$ cat config.mk
export PLATFORM = sky130hd
export DESIGN_NAME = umul_bi_job_ctrl_flat
export DESIGN_NICKNAME = d
export VERILOG_FILES = /design/src/rtl/umul_bi_job_ctrl_if.sv /design/src/rtl/umul_bi_job_ctrl.sv /design/src/flat_wrapper.sv
export SDC_FILE = /design/constraint.sdc
export NUM_CORES = 1
export LEC_CHECK = 0
export ABC_AREA = 1
export CORE_MARGIN = 10
export CORE_UTILIZATION = 24
export CTS_BUF_LIST = sky130_fd_sc_hd__clkbuf_8 sky130_fd_sc_hd__clkbuf_16
export CTS_CLUSTER_SIZE = 28
export DETAILED_ROUTE_END_ITERATION = 16
export GPL_TIMING_DRIVEN = 0
export SETUP_SLACK_MARGIN = 0.4
export SYNTH_ARGS = -nofsm -noshare
export SYNTH_HDL_FRONTEND = slang
export SYNTH_SLANG_ARGS = --single-unit
$ cat constraint.sdc
create_clock -name clk -period 2.14 [get_ports clk]
set_clock_uncertainty 0.1 [all_clocks]
set_input_delay 0.321 -clock clk [delete_from_list [all_inputs] [get_ports clk]]
set_output_delay 0.321 -clock clk [all_outputs]
set_load 0.02 [all_outputs]
$ cat src/rtl/umul_bi_job_ctrl_if.sv
// ---------------------------------------------------------------------------
// umul_bi_job_ctrl_if
// Job request / result handshake bundle for the bipolar stochastic multiplier
// job controller.
//   in_valid / in_ready : job request handshake, carries operands in_a, in_b
//   out_valid / out_ready : result handshake, carries out_ones and out_prod
//   out_ones  : number of ones counted in the output stream (0..2**INWD)
//   out_prod  : signed bipolar product scaled by 2**INWD (2*out_ones - N)
// Modports:
//   master : the job producer / result consumer side
//   slave  : the controller side
// ---------------------------------------------------------------------------
interface umul_bi_job_ctrl_if #(
  parameter int INWD = 8
);
  logic                   in_valid;
  logic                   in_ready;
  logic [INWD-1:0]        in_a;
  logic [INWD-1:0]        in_b;
  logic                   out_valid;
  logic                   out_ready;
  logic [INWD:0]          out_ones;
  logic signed [INWD+1:0] out_prod;

  modport master (
    output in_valid, in_a, in_b, out_ready,
    input  in_ready, out_valid, out_ones, out_prod
  );

  modport slave (
    input  in_valid, in_a, in_b, out_ready,
    output in_ready, out_valid, out_ones, out_prod
  );
endinterface

$ cat src/rtl/umul_bi_job_ctrl.sv
// ---------------------------------------------------------------------------
// umul_bi_job_ctrl
// Sequences one job on a bipolar stochastic multiplier: latches operands A/B,
// loads B into the multiplier for one cycle, then streams N = 2**INWD bits
// iA = (A > rng) while counting the multiplier's output ones, and finally
// presents the ones count and the signed bipolar product 2*ones - N.
// Ports:
//   clk, rst_n    : clock (rising edge) and asynchronous active-low reset
//   job           : request/result handshake bundle (slave side)
//   abort         : drop the current job and return to IDLE
//   rng           : external random number, advanced when rng_en is high
//   rng_en        : advance the external RNG this cycle
//   mul_iA        : stream bit to the multiplier
//   mul_iB        : operand B to the multiplier, qualified by mul_loadB
//   mul_loadB     : load strobe for mul_iB
//   mul_oC        : multiplier output bit (combinational from mul_iA)
// ---------------------------------------------------------------------------
module umul_bi_job_ctrl #(
  parameter int INWD = 8
) (
  input  logic              clk,
  input  logic              rst_n,
  umul_bi_job_ctrl_if.slave job,
  input  logic              abort,
  input  logic [INWD-1:0]   rng,
  output logic              rng_en,
  output logic              mul_iA,
  output logic [INWD-1:0]   mul_iB,
  output logic              mul_loadB,
  input  logic              mul_oC
);

  typedef enum logic [1:0] {
    IDLE = 2'd0,
    LOAD = 2'd1,
    RUN  = 2'd2,
    DONE = 2'd3
  } state_t;

  // N expressed at product width; the cycle counter ends at all-ones (N-1)
  localparam logic [INWD+1:0] N_EXT    = (INWD+2)'(1) << INWD;
  localparam logic [INWD-1:0] CNT_LAST = {INWD{1'b1}};

  state_t          state_q, state_d;
  logic [INWD-1:0] a_q, a_d;
  logic [INWD-1:0] b_q, b_d;
  logic [INWD:0]   ones_q, ones_d;
  logic [INWD-1:0] cnt_q, cnt_d;

  always_ff @(posedge clk or negedge rst_n) begin
    if (!rst_n) begin
      state_q <= IDLE;
      a_q     <= '0;
      b_q     <= '0;
      ones_q  <= '0;
      cnt_q   <= '0;
    end else begin
      state_q <= state_d;
      a_q     <= a_d;
      b_q     <= b_d;
      ones_q  <= ones_d;
      cnt_q   <= cnt_d;
    end
  end

  // Next-state logic. abort is applied last so it overrides every state,
  // including an acceptance in IDLE and a result handshake in DONE.
  always_comb begin
    state_d = state_q;
    a_d     = a_q;
    b_d     = b_q;
    ones_d  = ones_q;
    cnt_d   = cnt_q;
    unique case (state_q)
      IDLE: begin
        if (job.in_valid) begin
          a_d     = job.in_a;
          b_d     = job.in_b;
          state_d = LOAD;
        end
      end
      LOAD: begin
        ones_d  = '0;
        cnt_d   = '0;
        state_d = RUN;
      end
      RUN: begin
        // ones counter is one bit wider than the cycle counter so an
        // all-ones stream reaches N without wrapping
        ones_d = ones_q + (INWD+1)'(mul_oC);
        cnt_d  = cnt_q + INWD'(1);
        if (cnt_q == CNT_LAST) begin
          state_d = DONE;
        end
      end
      DONE: begin
        if (job.out_ready) begin
          state_d = IDLE;
        end
      end
      default: state_d = IDLE;
    endcase
    if (abort) begin
      state_d = IDLE;
      ones_d  = '0;
      cnt_d   = '0;
    end
  end

  // Outputs decode directly from the state register. Result fields are
  // gated by DONE so every output reads zero outside a valid result.
  always_comb begin
    job.in_ready  = (state_q == IDLE);
    job.out_valid = (state_q == DONE);
    job.out_ones  = '0;
    job.out_prod  = '0;
    if (state_q == DONE) begin
      job.out_ones = ones_q;
      job.out_prod = $signed({ones_q, 1'b0} - N_EXT);
    end
    mul_loadB = (state_q == LOAD);
    mul_iB    = (state_q == IDLE) ? '0 : b_q;
    rng_en    = (state_q == RUN);
    mul_iA    = (state_q == RUN) && (a_q > rng);
  end

endmodule
$ cat src/flat_wrapper.sv
// flat-port wrapper written by rule: the top's interface ports become plain ports
module umul_bi_job_ctrl_flat 
#(
  parameter int INWD = 8
)
  (clk, rst_n, abort, rng, rng_en, mul_iA, mul_iB, mul_loadB, mul_oC, job_in_valid, job_in_a, job_in_b, job_out_ready, job_in_ready, job_out_valid, job_out_ones, job_out_prod);
  umul_bi_job_ctrl_if #(.INWD(INWD)) job_i ();
  input  logic clk;
  input  logic rst_n;
  input  logic abort;
  input  logic [INWD-1:0] rng;
  output logic rng_en;
  output logic mul_iA;
  output logic [INWD-1:0] mul_iB;
  output logic mul_loadB;
  input  logic mul_oC;
  input wire logic [$bits(job_i.in_valid)-1:0] job_in_valid;
  input wire logic [$bits(job_i.in_a)-1:0] job_in_a;
  input wire logic [$bits(job_i.in_b)-1:0] job_in_b;
  input wire logic [$bits(job_i.out_ready)-1:0] job_out_ready;
  output wire logic [$bits(job_i.in_ready)-1:0] job_in_ready;
  output wire logic [$bits(job_i.out_valid)-1:0] job_out_valid;
  output wire logic [$bits(job_i.out_ones)-1:0] job_out_ones;
  output wire logic [$bits(job_i.out_prod)-1:0] job_out_prod;
  assign job_i.in_valid = job_in_valid;
  assign job_i.in_a = job_in_a;
  assign job_i.in_b = job_in_b;
  assign job_i.out_ready = job_out_ready;
  assign job_in_ready = job_i.in_ready;
  assign job_out_valid = job_i.out_valid;
  assign job_out_ones = job_i.out_ones;
  assign job_out_prod = job_i.out_prod;
  umul_bi_job_ctrl #(.INWD(INWD)) u_core (.clk(clk), .rst_n(rst_n), .job(job_i), .abort(abort), .rng(rng), .rng_en(rng_en), .mul_iA(mul_iA), .mul_iB(mul_iB), .mul_loadB(mul_loadB), .mul_oC(mul_oC));
endmodule
# After elaboration in Yosys (flattened, before gate mapping)
# Cells that the tools add are included.
# classes
n_addsub	3
order_cmp	1
n_eq_ne	7
n_mux	12
n_reduce_logical	5
# ops
cell	count
$mux W9	2
$pmux W9 S2	1
$mux W8	2
$pmux W8 S2	1
$mux W10	1
$sub A10 B9 Y10 const B	1
$add A9 B1 Y9	1
$add A8 B1 Y8 const B	1
$eq A8 B8 Y1 const B	1
$gt A8 B8 Y1	1
$mux W2	4
$pmux W2 S4	1
$ne A3 B3 Y1 const B	2
$eq A2 B2 Y1 const B	2
$ne A3 B2 Y1 const B	1
$reduce_and A3 Y1	1
$reduce_bool A3 Y1	1
$eq A2 B1 Y1 const B	1
$logic_not A2 Y1	1
$reduce_and A2 Y1	1
$logic_and A1 B1 Y1	1
# word_totals
regBits	35
inputBits	30
output_inout_bits	32
wordCells	33

# Logic depth before layout (Yosys ltp)
# Gate-level depths: netlist of the first run.
# logic_depth
word_depth	4
ltp_mapped	9
ltp_nobuf	9

# Worst setup path after synthesis of the first run
# No wires, ideal clock.
# synth_timing
path_type	flip-flop to output port
from	register u_core.state_q[0]
to	output job_out_prod[9]
arrival_time_ns	1.675
required_time_ns	1.719
setup_slack_ns	0.044
path_stages_with_launch	7
path_buffers	1
cell_sequence	dfrtp_1 ha_1 buf_2 inv_1 nor2_1 nor2_1 a21oi_1
# synth_between
elab_chain_len	2
# synth_rtl
item	line	source
start, declared	umul_bi_job_ctrl.sv:44	state_t state_q, state_d;
start signal, assigned	umul_bi_job_ctrl.sv:58	state_q <= state_d;
$eq A2 B2 Y1	n/a	
named net job_out_valid	flat_wrapper.sv:22	output wire logic [$bits(job_i.out_valid)-1:0] job_out_valid;
$mux W10	umul_bi_job_ctrl.sv:117	if (state_q == DONE) begin
end, declared	flat_wrapper.sv:24	output wire logic [$bits(job_i.out_prod)-1:0] job_out_prod;
# The timed path passes the listed nets, and every way through them passes these cells.

# Worst setup path in the final report of the first run
# layout_timing
from	register u_core.state_q[1]
to	output job_out_prod[9]
# layout_between
elab_chain_len	2
# layout_rtl
item	line
$eq A2 B2 Y1	umul_bi_job_ctrl.sv:117
$mux W10	umul_bi_job_ctrl.sv:117
# Every way passes these cells.

==> results of run 1 <==
[cell families (layout without fill, tap and decap cells)]
logic type	Yosys count	in the layout	share of synthesized area, %
other	1	1	0.1729
AND/OR/NAND/NOR	124	124	23.83
adder cells (fa/ha/maj)	16	16	9.232
multiplexers	7	7	3.981
XOR/XNOR	1	1	0.4040
AO/OA/AOI/OAI	33	33	8.714
flip-flops	35	35	40.39
buffers and inverters	62	138	13.27
[worst max-delay path by stage]
stage	slack [ps]	endpoint
after detailed placement	-410	mul_iA
after global placement	-440	mul_iA
after CTS	180	mul_iA
final	230	job_out_prod[9]
after global routing	130	mul_iA
after floorplan	410	job_out_prod[9]
[cell type report]
type | count | area (µm²) | area share [%]
repair buffers | 68 | 738.2 | 21.09
flip-flops and latches | 35 | 878.3 | 25.09
inverters | 49 | 216.5 | 6.183
clock inverters | 3 | 43.79 | 1.251
clock buffers | 5 | 68.82 | 1.966
multi-input cells | 182 | 1262 | 36.06
plain buffers | 13 | 157.7 | 4.503
well taps | 108 | 135.1 | 3.860
[through the flow]
| step | setup WS (ps) | instances | area (µm²) | TNS, ps | power [mW] |
|---|---|---|---|---|---|
| 2_1_floorplan | 413.6 | 279 | 2192 | 0 | 1.757 |
| 3_3_place_gp | -439.1 | 447 | 2928 | -9332 | 2.225 |
| 3_5_place_dp | -410.2 | 447 | 2923 | -526.3 | 2.253 |
| 4_1_cts | 182.5 | 459 | 3169 | 0 | 3.207 |
| 5_1_grt | 132.9 | 463 | 3501 | 0 | 3.649 |
| 6_report | 228.4 | 463 | 3501 | 0 | 3.413 |
[synth_stat cells (all sizes together), types with 2 or more instances]
master and number:
a21oi 15, a22o 2, buf 13, dfrtp 35, ha 16, inv 49, mux2 7, nand2 65
nand3 12, nand3b 2, nor2 43, o21ai 10
[state kept, by name (all words and copies together) (netlist names)]
register	flops
u_core.a_q	8
u_core.b_q	8
u_core.state_q	2
u_core.cnt_q	8
u_core.ones_q	9
[power groups by stage]
stage                     logic, mW  registers [mW]  clock network, mW
after floorplan               0.845           0.913                  0
after CTS                      1.65           0.943              0.618
after detailed placement       1.32           0.933                  0
final                          1.86           0.955              0.602
after global routing           2.03           0.975              0.648
after global placement         1.30           0.927                  0
[worst max-delay path, stage by stage (launching register included)]
cell and delay, ps:
dfrtp_2 430, ha_4 200, buf_12 150, inv_8 40, nor2_4 90, nor2_2 50
a21oi_2 110, buf_6 130
[routing by layer]
layer | wire length, µm | global-route usage [%] | vias to the layer above
li1 | - | - | 1012
met1 | 2415 | 9.494 | 933
met2 | 3055 | 15.28 | 55
met3 | 449 | 3.333 | 9
met4 | 149 | 2.970 | 0
met5 | 0 | 0 | -
[what timing repair did]
action | 4_1_cts | 5_1_grt
endpoints found under the hold margin | 0 | 0
buffers inserted | 3 | 2
cloned | 1 | 2
pin swaps | 20 | 14
endpoints found under the setup margin | 31 | 44
resized for setup | 202 | 80
==> reports/qor.txt, run 1 <==
Core Util, Final: 39.95%
Most common cell after layout, fill and taps aside: nand2_1
RSZ-0062 raised after global routing: yes
Setup violations, final: 0
Number of buffers created by CTS: 5
Period utilisation layout: 89.33%
Synthesized Nets: 325
WL/cell: 13.11 µm
Critical path startpoint: u_core.state_q[1]
Status: complete, no violations
Root buf cell: clkbuf_8
Core Region: 0.008763 mm²
Initial antenna violation count: 0
Worst-Skew Late Latency: 290 ps
Clock buffer depth: 2
CP Launch Type: register
Iter 0 DRT Violations: 108
Drt pass-1 iters: 4
Commonest non-fill, non-tap cells in the layout: nand2_1 (52), buf_6 (36), dfrtp_1 (33), inv_1 (30), nor2_1 (29)
Slew HR: 45.97%
Max-Cap Viols: 0
Avg Synthesized Cell Area: 7.772 µm²
Antenna-violating nets left: 0
Worst-path clk slew: 80 ps
Final hold slack: 11.39 ps
Diode count: 0
Largest net degree at the start of global routing: 36
Arr. time, crit path: 1490 ps
Reg-to-reg startpoint: u_core.state_q[0]
Logic pwr share: 54.4%
IO Pins: 62
Routed WL: 6070 µm
Top post-synthesis cells by area: dfrtp_1 (40%), nand2_1 (11%), ha_1 (9.2%)
Power Density: 975.0 mW/mm²
#FFs+latches synth: 35
Final Critical Period: 1912 ps
Post-DP HPWL: 4434 µm
Sequential fraction of design power: 28.0%
Worst R2R Path Depth: 7
Final nets: 400
Leakage power: 1.769 nW
Total Routing Usage GR: 8.754%
Crit path required time: 1720 ps
Synth area leader: dfrtp_1
Worst hold path type: primary input to async pin
Final hold violation count: 0
Maximum vdd drop: 0.3397 mV
CP Class: register to output pin
Quantity of I/O buffers inserted on ports: 60
Mapped cell area: 0.002168 mm²
Area growth syn-to-layout: 61.45%
Layout cells sized above 1: 35.49%
CTS tree: built
Clk pwr share: 17.6%
Tightest Pin Transition: 810.5 ps
Number of core rows: 34
FMAX: 523.1 MHz
Number of global-route vias before repair: 2,011
First-pass GRT wire length: 9535 µm
Netlist cell types: 30
CP endpoint kind: output pin
Gpl congestion: 0.8344
Critical path peak fanout: 5
Number of synthesized flops with an enable pin: 0
Drc violations: 0
FF-to-FF End: u_core.a_q[7]
Internal power: 2.096 mW
# H-tree levels: 2
Grt ovf: 0
Post-synthesis async set-or-reset flop share: 100.0%
Sw frac: 38.60%
Reg-to-reg slack, setup: 450 ps
Yosys warns: 0
Filler cell count in the final layout: 861
Register area share after synthesis: 40.39%
CTS Hold Bufs: 0
Die height: 115.1 µm
Initial Util: 24.74%
Max-slew violations: 0
Top-area cell type share of the netlist area: 40.39%
Post-Synthesis Cells: 279
Vias per cell: 4.339
Vias: 2,009
Top_reg_cell synth: dfrtp_1
Sw power: 1.317 mW
Die footprint: 0.01324 mm²
Die width: 115.1 µm
Clock Sinks: 35
Power figures use the tool's default switching activity.
==> inputs of run 2 (changes only) <==
Settings changed: CORE_MARGIN 10 to default, CTS_CLUSTER_DIAMETER from default to 120, GPL_ROUTABILITY_DRIVEN from default to 0.
==> run 2 against run 1 <==
Effect of this change:
- sequential share of layout area down 0.56 points
- largest cell class unchanged
- critical path type unchanged
- utilization up 1.1 points
- clock power down 21%
- total power down 1.1%
==> reports/qor.txt, run 2 (synthesis results as in run 1) <==
RSZ-0062 raised after global routing: yes (unchanged)
Initial antenna violation count: 0 (unchanged)
Most common cell after layout, fill and taps aside: nand2_1 (unchanged)
Final hold violation count: 0 (unchanged)
Setup TNS: 0 ps (unchanged)
Worst setup margin: 217.4 ps (was 228.4 ps)
Clock buffer depth: 2 (unchanged)
Vias: 2,013 (was 2,009)
Worst setup path endpoint: job_out_prod[6] (was job_out_prod[9])
Biggest register: u_core.ones_q (unchanged)
Clock Sinks: 35 (unchanged)
Power Density: 942.5 mW/mm² (was 975.0 mW/mm²)
Final nets: 405 (was 400)
Finished Layout Cells: 468 (was 463)
Drc violations: 0 (unchanged)
Number of global-route vias before repair: 1,925 (was 2,011)
Drt pass-1 iters: 4 (unchanged)
Max FFs per register: 9 (unchanged)
Worst-path clk slew: 80 ps (about the same)
First-pass GRT wire length: 9287 µm (was 9535 µm)
Number of buffers created by CTS: 5 (unchanged)
Tightest Pin Transition: 794.6 ps (was 810.5 ps)
CTS tree: built (unchanged)
Worst-Skew Late Latency: 290 ps (about the same)
IO Pins: 62 (unchanged)
Maximum vdd drop: 0.3193 mV (was 0.3397 mV)
Critical path peak fanout: 5 (unchanged)
Number of core rows: 34 (unchanged)
Critical path startpoint: u_core.state_q[0] (was u_core.state_q[1])
Reg-to-reg slack, setup: 370 ps (was 450 ps)
Leakage power: 1.763 nW (was 1.769 nW)
Commonest non-fill, non-tap cells in the layout: nand2_1 (52), buf_6 (38), dfrtp_1 (33), inv_1 (32), nor2_1 (28) (was nand2_1 (52), buf_6 (36), dfrtp_1 (33), inv_1 (30), nor2_1 (29))
Status: complete, no violations (unchanged)
Pre-CTS setup slack: -410.0 ps (was -410.2 ps)
Vias per cell: 4.301 (was 4.339)
Core Util, Final: 41.06% (was 39.95%)
Diode count: 0 (unchanged)
Setup violations, final: 0 (unchanged)
Grt ovf: 0 (unchanged)
CP Class: register to output pin (unchanged)
Worst hold path type: primary input to async pin (unchanged)
Core Region: 0.008721 mm² (was 0.008763 mm²)
CP Launch Type: register (unchanged)
Area growth syn-to-layout: 65.15% (was 61.45%)
Die height: 97.05 µm (was 115.1 µm)
Placed cell areas: 0.002923 mm² (unchanged)
Routed WL: 5745 µm (was 6070 µm)
Quantity of I/O buffers inserted on ports: 60 (unchanged)
Max-Cap Viols: 0 (unchanged)
# H-tree levels: 2 (unchanged)
Arr. time, crit path: 1500 ps (was 1490 ps)
CP endpoint kind: output pin (unchanged)
Slew HR: 47.03% (was 45.97%)
Worst R2R Path Depth: 8 (was 7)
Reg-to-reg startpoint: u_core.state_q[1] (was u_core.state_q[0])
Total Routing Usage GR: 12.32% (was 8.754%)
Largest net degree at the start of global routing: 36 (unchanged)
Die footprint: 0.009419 mm² (was 0.01324 mm²)
Period utilisation layout: 89.84% (was 89.33%)
FMAX: 520.1 MHz (was 523.1 MHz)
Die width: 97.05 µm (was 115.1 µm)
Filler cell count in the final layout: 838 (was 861)
Layout cells sized above 1: 36.67% (was 35.49%)
FF-to-FF End: u_core.a_q[6] (was u_core.a_q[7])
Root buf cell: clkbuf_8 (unchanged)
Placed Cells: 447 (unchanged)
Antenna-violating nets left: 0 (unchanged)
Max-slew violations: 0 (unchanged)
Iter 0 DRT Violations: 81 (was 108)
Final Critical Period: 1923 ps (was 1912 ps)
WL/cell: 12.28 µm (was 13.11 µm)
Initial Util: 24.86% (was 24.74%)
Post-route cell area: 0.003581 mm² (was 0.003501 mm²)
Post-DP HPWL: 3959 µm (was 4434 µm)
Crit path required time: 1720 ps (about the same)
==> run 2: critical path, stage by stage, from the launching register on <==
cell and delay, ps:
dfrtp_2 440, ha_4 190, buf_12 150, buf_12 130, nand2_8 50, inv_4 30, buf_6 100, buf_6 120
==> run 2: how the worst min path moves through the flow <==
| stage | from | cells past startpoint | end | slack [ps] |
|---|---|---|---|---|
| final | rst_n | 1 | u_core.ones_q[7] | 10 |
| after global routing | rst_n | 1 | u_core.cnt_q[6] | 70 |
| after CTS | rst_n | 1 | u_core.cnt_q[6] | 50 |
| after detailed placement | rst_n | 1 | u_core.b_q[0] | 360 |
| after global placement | u_core.cnt_q[7] | 2 | u_core.cnt_q[7] | 400 |
| after floorplan | rst_n | 0 | u_core.a_q[0] | -70 |
==> run 2: power breakdown <==
| part | total [mW] | switching, mW | internal (mW) |
|---|---|---|---|
| registers | 0.948 | 0.111 | 0.837 |
| logic | 1.95 | 0.977 | 0.973 |
| clock network | 0.477 | 0.254 | 0.223 |
==> run 2: metrics by stage <==
step	hold WS, ps	total power, mW
5_1_grt	70.51	3.587
2_1_floorplan	-74.59	1.757
6_report	11.64	3.375
3_3_place_gp	395.5	2.214
4_1_cts	50.79	3.109
3_5_place_dp	362.1	2.244
==> run 2: metal layers <==
metal  vias to the layer above  wire length, µm  share of wire [%]  track usage [%]
met1                       934             2661                 46            16.18
met5                         -                0                  0                0
li1                       1019                -                  -                -
met4                         0               46               0.80            2.870
met3                         4              295                5.1            3.669
met2                        56             2742                 48            19.88
==> run 2: repair_timing <==
item | 4_1_cts | 5_1_grt
gates cloned | 1 | 2
hold buffers | 0 | 0
endpoints found under the setup margin | 31 | 42
pin swaps | 18 | 16
resized for setup | 206 | 89
setup buffers | 3 | 7
==> run 2: area by class of cell <==
| cell class | count | area [µm²] | area share (%) |
|---|---|---|---|
| Multi-Input combinational cell | 182 | 1299 | 36.27 |
| Sequential cell | 35 | 878.3 | 24.53 |
| Timing Repair Buffer | 73 | 798.3 | 22.29 |
| Inverter | 49 | 221.5 | 6.184 |
| Buffer | 13 | 163.9 | 4.577 |
| Tap cell | 108 | 135.1 | 3.774 |
| Clock buffer | 5 | 68.82 | 1.922 |
| Clock inverter | 3 | 16.27 | 0.4542 |
==> inputs of run 3 (changes only) <==
Settings changed: RECOVER_POWER from default to 25.
==> run 3 against run 2 <==
Effect of this change:
- critical path depth did not move
- cell count did not move
- count of clock-buffer cells in the layout is the same
- clock power about the same
- register-to-register slack is essentially flat
- highest routed layer unchanged
==> reports/qor.txt, run 3 (synthesis results as in run 1) <==
Status: complete, no violations (unchanged)
Core Region: 0.008721 mm² (unchanged)
Tightest Pin Transition: 889.5 ps (was 794.6 ps)
Drt pass-1 iters: 4 (unchanged)
Layout cells sized above 1: 36.67% (unchanged)
Critical path peak fanout: 5 (unchanged)
Max-Cap Viols: 0 (unchanged)
Leakage power: 1.763 nW (about the same)
# H-tree levels: 2 (unchanged)
Area growth syn-to-layout: 65.15% (unchanged)
Final hold violation count: 0 (unchanged)
Maximum vdd drop: 0.3193 mV (unchanged)
Die height: 97.05 µm (unchanged)
Number of core rows: 34 (unchanged)
IO Pins: 62 (unchanged)
Power Density: 942.5 mW/mm² (about the same)
Diode count: 0 (unchanged)
Final nets: 405 (unchanged)
Die width: 97.05 µm (unchanged)
Number of buffers created by CTS: 5 (unchanged)
Number of global-route vias before repair: 1,925 (unchanged)
Iter 0 DRT Violations: 81 (unchanged)
Max-slew violations: 0 (unchanged)
Quantity of I/O buffers inserted on ports: 60 (unchanged)
Vias per cell: 4.299 (was 4.301)
FMAX: 520.1 MHz (unchanged)
Final hold slack: 42.47 ps (was 11.64 ps)
Largest net degree at the start of global routing: 36 (unchanged)
RSZ-0062 raised after global routing: yes (unchanged)
Worst-path clk slew: 80 ps (about the same)
Total Routing Usage GR: 12.32% (unchanged)
Clock Sinks: 35 (unchanged)
Grt ovf: 0 (unchanged)
Antenna-violating nets left: 0 (unchanged)
Worst setup margin: 217.4 ps (unchanged)
Max FFs per register: 9 (unchanged)
CTS Hold Bufs: 0 (unchanged)
Post-DP HPWL: 3959 µm (unchanged)
Pre-CTS setup slack: -410.0 ps (unchanged)
Placed cell areas: 0.002923 mm² (unchanged)
Finished Layout Cells: 468 (unchanged)
Period utilisation layout: 89.84% (unchanged)
First-pass GRT wire length: 9287 µm (unchanged)
Placed Cells: 447 (unchanged)
Commonest non-fill, non-tap cells in the layout: nand2_1 (52), buf_6 (38), dfrtp_1 (33), inv_1 (32), nor2_1 (28) (unchanged)
CP Class: register to output pin (unchanged)
Post-route cell area: 0.003581 mm² (unchanged)
CP endpoint kind: output pin (unchanged)
WL/cell: 12.28 µm (about the same)
CP Launch Type: register (unchanged)
Arr. time, crit path: 1500 ps (about the same)
Worst-Skew Late Latency: 290 ps (about the same)
Filler cell count in the final layout: 838 (unchanged)
Worst hold path type: primary input to async pin (unchanged)
Drc violations: 0 (unchanged)
CTS tree: built (unchanged)
Clock buffer depth: 2 (unchanged)
Biggest register: u_core.ones_q (unchanged)
Vias: 2,012 (was 2,013)
Slew HR: 40.70% (was 47.03%)
Root buf cell: clkbuf_8 (unchanged)
Die footprint: 0.009419 mm² (unchanged)
Final Critical Period: 1923 ps (unchanged)
Most common cell after layout, fill and taps aside: nand2_1 (unchanged)
Crit path required time: 1720 ps (about the same)
Initial antenna violation count: 0 (unchanged)
Routed WL: 5747 µm (was 5745 µm)
Initial Util: 24.86% (unchanged)
Setup violations, final: 0 (unchanged)
==> run 3: metrics by stage <==
stage | util, % | TNS [ps] | power, mW
floorplan | - | 0 | 1.757
global placement | 33.57 | -6977 | 2.214
detailed placement | 33.52 | -494.8 | 2.244
CTS | 36.11 | 0 | 3.109
global route | 41.06 | 0 | 3.587
finish | 41.06 | 0 | 3.375
==> run 3: critical path, stage by stage (launching register included) <==
cell	delay, ps
dfrtp_2	440
ha_4	190
buf_12	150
buf_12	130
nand2_8	50
inv_4	30
buf_6	100
buf_6	120
==> run 3: area by class of cell <==
cell class              instances  area, µm²  share of cell area (%)
plain buffers                  13      163.9                   4.577
multi-input cells             182       1299                   36.27
clock inverters                 3      16.27                  0.4542
inverters                      49      221.5                   6.184
repair buffers                 73      798.3                   22.29
well taps                     108      135.1                   3.774
flip-flops and latches         35      878.3                   24.53
clock buffers                   5      68.82                   1.922
==> run 3: what timing repair did <==
item                                    in CTS  in global routing
cloned                                       1                  2
resized for setup                          206                 89
pin swaps                                   18                 16
endpoints found under the setup margin      31                 42
setup buffers                                3                  7
==> run 3: path summary, 6_finish.rpt <==
path | depth (start not counted) | slack [ps] | start | to
setup / recovery | 7 | 220 | u_core.state_q[0] | job_out_prod[6]
hold / removal | 1 | 40 | rst_n | u_core.ones_q[7]
setup reg to reg | 8 | 370 | u_core.state_q[1] | u_core.a_q[6]
hold reg to reg | 2 | 420 | u_core.cnt_q[7] | u_core.cnt_q[7]
max in group asynchronous | 1 | 1280 | rst_n | u_core.state_q[1]
min in group clk | 2 | 420 | u_core.cnt_q[7] | u_core.cnt_q[7]
==> run 3: power by group <==
part	total (mW)	switching (mW)	internal, mW	leakage [nW]
sequential	0.948	0.111	0.837	0.441
combinational	1.95	0.977	0.973	1.28
clock	0.477	0.254	0.223	0.0453
==> run 3: metal layers <==
metal	GRT usage, %	vias up	wire [µm]
li1	-	1019	-
met1	16.18	933	2659
met2	19.88	56	2742
met3	3.669	4	298
met4	2.870	0	46
met5	0	-	0
